File: config.mk
export PLATFORM = sky130hd
export DESIGN_NAME = match_event_logger
export DESIGN_NICKNAME = d
export VERILOG_FILES = /design/src/rtl/match_event_logger.sv
export SDC_FILE = /design/constraint.sdc
export NUM_CORES = 1
export LEC_CHECK = 0
export CAP_MARGIN = 20
export CORE_UTILIZATION = 55
export CTS_CLUSTER_SIZE = 28
export DETAILED_ROUTE_END_ITERATION = 16
export DONT_BUFFER_PORTS = 1
export GPL_TIMING_DRIVEN = 0
export PLACE_DENSITY = 0.7
export SLEW_MARGIN = 40
export SYNTH_ARGS = -nofsm -noshare
export SYNTH_HDL_FRONTEND = slang
export SYNTH_SLANG_ARGS = --single-unit
File: constraint.sdc
create_clock -name clk -period 2.43 [get_ports clk]
set_input_delay 0.729 -clock clk [delete_from_list [all_inputs] [get_ports clk]]
set_output_delay 0.729 -clock clk [all_outputs]
set_load 0.01 [all_outputs]
File: src/rtl/match_event_logger.sv
// match_event_logger: timestamps rising edges of a detector's match output
// and queues the timestamps in a small first-word-fall-through FIFO.
// It also keeps a saturating event count and a sticky overflow flag.
//
// Read handshake (valid/ready style): rd_valid is high whenever the FIFO holds
// data, and rd_data then shows the oldest entry. A pop happens on a rising
// edge where rd_en and rd_valid are both high. rd_en while rd_valid is low is
// ignored. rd_data holds steady while rd_valid is high and no pop occurs.
module match_event_logger #(
  parameter int TS_W  = 16,
  parameter int DEPTH = 4,
  parameter int CNT_W = 8
) (
  input  logic             clk,
  input  logic             rst,
  input  logic             clr,
  input  logic             enable,
  input  logic             match,
  input  logic             rd_en,
  output logic             rd_valid,
  output logic [TS_W-1:0]  rd_data,
  output logic             full,
  output logic             overflow,
  output logic [CNT_W-1:0] match_count
);

  localparam int AW = $clog2(DEPTH);
  localparam logic [AW:0] OCC_FULL = (AW+1)'(DEPTH);

  logic [TS_W-1:0]  ts;
  logic             match_d;
  logic [TS_W-1:0]  mem [DEPTH];
  logic [AW-1:0]    wr_ptr;
  logic [AW-1:0]    rd_ptr;
  logic [AW:0]      occ;
  logic             ovf_q;
  logic [CNT_W-1:0] cnt;

  logic ev;
  logic pop;
  logic push;
  logic drop;

  // Event and FIFO control; clr suppresses every event, push and pop.
  always_comb begin
    ev   = match & ~match_d & enable & ~clr;
    pop  = rd_en & (occ != '0) & ~clr;
    push = ev & ((occ != OCC_FULL) | pop);
    drop = ev & (occ == OCC_FULL) & ~pop;
  end

  // Free-running timestamp and match edge history.
  always_ff @(posedge clk or posedge rst) begin
    if (rst) begin
      ts      <= '0;
      match_d <= 1'b0;
    end else if (clr) begin
      ts      <= '0;
      match_d <= 1'b0;
    end else begin
      match_d <= match;
      if (enable) ts <= ts + TS_W'(1);
    end
  end

  // FIFO storage; contents need no reset because occ gates visibility.
  always_ff @(posedge clk) begin
    if (push) mem[wr_ptr] <= ts;
  end

  // FIFO pointers and occupancy.
  always_ff @(posedge clk or posedge rst) begin
    if (rst) begin
      wr_ptr <= '0;
      rd_ptr <= '0;
      occ    <= '0;
    end else if (clr) begin
      wr_ptr <= '0;
      rd_ptr <= '0;
      occ    <= '0;
    end else begin
      if (push) wr_ptr <= wr_ptr + AW'(1);
      if (pop)  rd_ptr <= rd_ptr + AW'(1);
      case ({push, pop})
        2'b10:   occ <= occ + (AW+1)'(1);
        2'b01:   occ <= occ - (AW+1)'(1);
        default: occ <= occ;
      endcase
    end
  end

  // Sticky overflow and saturating event counter (counts dropped events too).
  always_ff @(posedge clk or posedge rst) begin
    if (rst) begin
      ovf_q <= 1'b0;
      cnt   <= '0;
    end else if (clr) begin
      ovf_q <= 1'b0;
      cnt   <= '0;
    end else begin
      if (drop) ovf_q <= 1'b1;
      if (ev && (cnt != '1)) cnt <= cnt + CNT_W'(1);
    end
  end

  assign rd_valid    = (occ != '0);
  assign full        = (occ == OCC_FULL);
  assign rd_data     = rd_valid ? mem[rd_ptr] : '0;
  assign overflow    = ovf_q;
  assign match_count = cnt;

endmodule
==> impl_metrics.env <==
export IMPL_cts_buffer_depth=2
export IMPL_remaining_drc_errors=0
export IMPL_nFillCells=562
export IMPL_cts_root_buf="clkbuf_8"
export IMPL_syn_area_um2=4238
export IMPL_die_area_um2=8060
export IMPL_ys_seq_area_frac=0.6484
export IMPL_syn_inst=292
export IMPL_fin_skew_ns=0.01422
export IMPL_setup_viol=0
export IMPL_fin_ws_ns=0.05276
export IMPL_finalPower_w=0.003034
export IMPL_dr_first_iter_drc_count=148
export IMPL_diodes=0
export IMPL_ctsHoldBuffers=0
export IMPL_hpwlAfterDp_um=4603
export IMPL_insertion_delay_ns=0.36
export IMPL_die_h_um=89.78
export IMPL_maxCapViolCount=0
export IMPL_fmax_mhz=420.7
export IMPL_gp_congestion=0.8479
export IMPL_pre_cts_ws_ns=-0.1825
export IMPL_grt_pass1_wl_um=12110
export IMPL_period_share=0.9783
export IMPL_worstSetupPathType="reg2out"
export IMPL_gr_total_overflow=0
export IMPL_synthFlopType="edfxtp_1"
export IMPL_power_frac_seq=0.585
export IMPL_finalMaxSlewViolations=0
export IMPL_rsz0062_at_grt="yes"
export IMPL_firstDrtPassIters=4
export IMPL_ir_drop_v=0.0002710
export IMPL_antenna_found_initial=0
export IMPL_power_leakage_nw=1.761
export IMPL_drive_above_1_share=0.2428
export IMPL_wl_um=7311
export IMPL_path_clk_slew_ns=0.09
export IMPL_cp_arrival_ns=1.65
export IMPL_cp_max_fo=5
export IMPL_final_common_cell="edfxtp_1"
export IMPL_combPwrFrac=0.041
export IMPL_cp_start_kind="flop"
export IMPL_min_path_type="in2async"
export IMPL_cts_tree="done"
export IMPL_utilization=0.6430
export IMPL_num_vias=2327
export IMPL_async_reset_ff_frac=0.3402
export IMPL_syn_num_nets=305
export IMPL_rows=31
export IMPL_internal_power_w=0.002404
export IMPL_synth_area_per_cell_um2=14.51
export IMPL_start_util=0.5750
export IMPL_slowest_delay_ns=0.51
export IMPL_critPathSlowestCell="mux4_2"
export IMPL_die_w_um=89.78
export IMPL_top_level_ports=33
export IMPL_port_buffers=0
export IMPL_layout_common_cells="edfxtp_1, dfrtp_1, nor2_1, mux4_2, and2_4"
export IMPL_yosysWarnings=0
export IMPL_grt_max_degree=34
export IMPL_clock_sinks=97
export IMPL_worstPathRequired_ns=1.70
export IMPL_ant_nets=0
export IMPL_grt_usage=0.1993
export IMPL_critPathTopFamily="multiplexers"
export IMPL_multiInputGateArea_um2=1429
export IMPL_slew_limit_headroom=0.5238
export IMPL_area_delta_synth_final_pct=11.81
export IMPL_grt_pass1_vias=2308
export IMPL_cp_num_buf_inv=2
export IMPL_end_kind="primary output"
export IMPL_via_per_inst=5.648
export IMPL_synth_seq_cells=97
export IMPL_clkPwrFrac=0.373
export IMPL_swShare=0.2076
export IMPL_hold_viol=0
export IMPL_core_area_um2=7370
export IMPL_crit_path_cell_trace="buf_8 > buf_12 > mux4_2 > and2_4"
export IMPL_powerDensity_nw_per_um2=640.2
export IMPL_p_switching_w=0.0006299
export IMPL_status="completed"
export IMPL_tightest_slew_ns=0.7132
export IMPL_htree_levels=3
export IMPL_wl_per_cell_um=17.75
export IMPL_nets=321
export IMPL_synth_edf_count=64
export IMPL_ff_latch_area_um2=2751
export IMPL_cts_buffers=9
export IMPL_fin_crit_ns=2.377
export IMPL_ys_types=42
==> area by class of cell <==
class	instances	share of cell area
Sequential cell	97	0.5807
Multi-Input combinational cell	172	0.3016
Clock buffer	10	0.02693
Tap cell	99	0.02614
Buffer	14	0.02297
Clock inverter	6	0.01901
Timing Repair Buffer	7	0.01716
Inverter	7	0.005545
==> timing repair <==
| item | CTS | global route |
|---|---|---|
| endpoints found under the setup margin | 18 | 16 |
| cloned | 0 | 1 |
| setup buffers | 5 | 1 |
| gates resized for setup | 13 | 21 |
| pin swaps | 1 | 7 |
==> final timing paths <==
check | start | end | slack (ns) | depth (start not counted)
worst max-delay path | rd_ptr[0] | rd_data[14] | 0.05 | 4
max in group asynchronous | rst | rd_ptr[1] | 1.56 | 1
worst min register to register | ts[15] | mem[1][15] | 0.57 | 0
worst max register to register | occ[1] | occ[2] | 0.13 | 9
worst min-delay path | rst | match_count[1] | 0.36 | 1
min in group clk | match | match_d | 0.52 | 1
==> kinds of logic after synthesis <==
family          count (synthesis)  synth area share
xor+xnor                       21           0.04340
flops                          97            0.6484
fa+ha+maj                       7           0.02244
compound gates                 18           0.02805
mux                            21           0.09714
simple gates                  105            0.1337
buf+inv                        23           0.02687
==> metrics by stage <==
stage / hold WS (ns) / TNS, ns / cells / area [um^2]
after floorplan: 0.4899 / 0 / 292 / 4238
after global placement: 0.5166 / -13.91 / 391 / 4362
after detailed placement: 0.5524 / -3.376 / 391 / 4365
after CTS: 0.3845 / 0 / 410 / 4652
after global routing: 0.4007 / -0.1098 / 412 / 4738
final: 0.3591 / 0 / 412 / 4738
==> synth_stat cells (all sizes together) (4+ instances only) <==
cell type | number | area share
a21oi | 7 | 0.0083
and2 | 20 | 0.030
buf | 8 | 0.014
clkbuf | 8 | 0.0071
dfrtp | 33 | 0.19
edfxtp | 64 | 0.45
ha | 6 | 0.018
inv | 7 | 0.0062
mux2i | 4 | 0.0094
mux4 | 16 | 0.085
nand2 | 9 | 0.0080
nand3 | 12 | 0.014
nand4 | 5 | 0.0074
nor2 | 29 | 0.026
nor3 | 9 | 0.011
nor4 | 5 | 0.0089
o21ai | 4 | 0.0047
or3 | 5 | 0.0074
xnor2 | 15 | 0.031
xor2 | 6 | 0.012
==> power by group through the flow <==
stage / logic [W] / clock network, W / registers (W)
after floorplan: 0.0000855 / 0 / 0.00181
after global placement: 0.000108 / 0 / 0.00181
after detailed placement: 0.000110 / 0 / 0.00181
after CTS: 0.000119 / 0.00115 / 0.00178
after global routing: 0.000140 / 0.00123 / 0.00178
final: 0.000126 / 0.00113 / 0.00178
==> sequential cells by signal, summed over array words and instances, names as in the netlist <==
register     flops
rd_ptr           2
overflow         1
occ              3
match_d          1
mem             64
ts              16
wr_ptr           2
match_count      8
==> per-layer routing <==
layer	share of wire	wire length, um	GRT usage	up-vias
met2	0.48	3484	0.3026	51
met3	0.039	288	0.06007	6
met1	0.48	3481	0.2787	1168
li1	-	-	-	1102
met4	0.0077	56	0.06421	0
met5	0	0	0	-
Power figures use the tool's default switching activity.
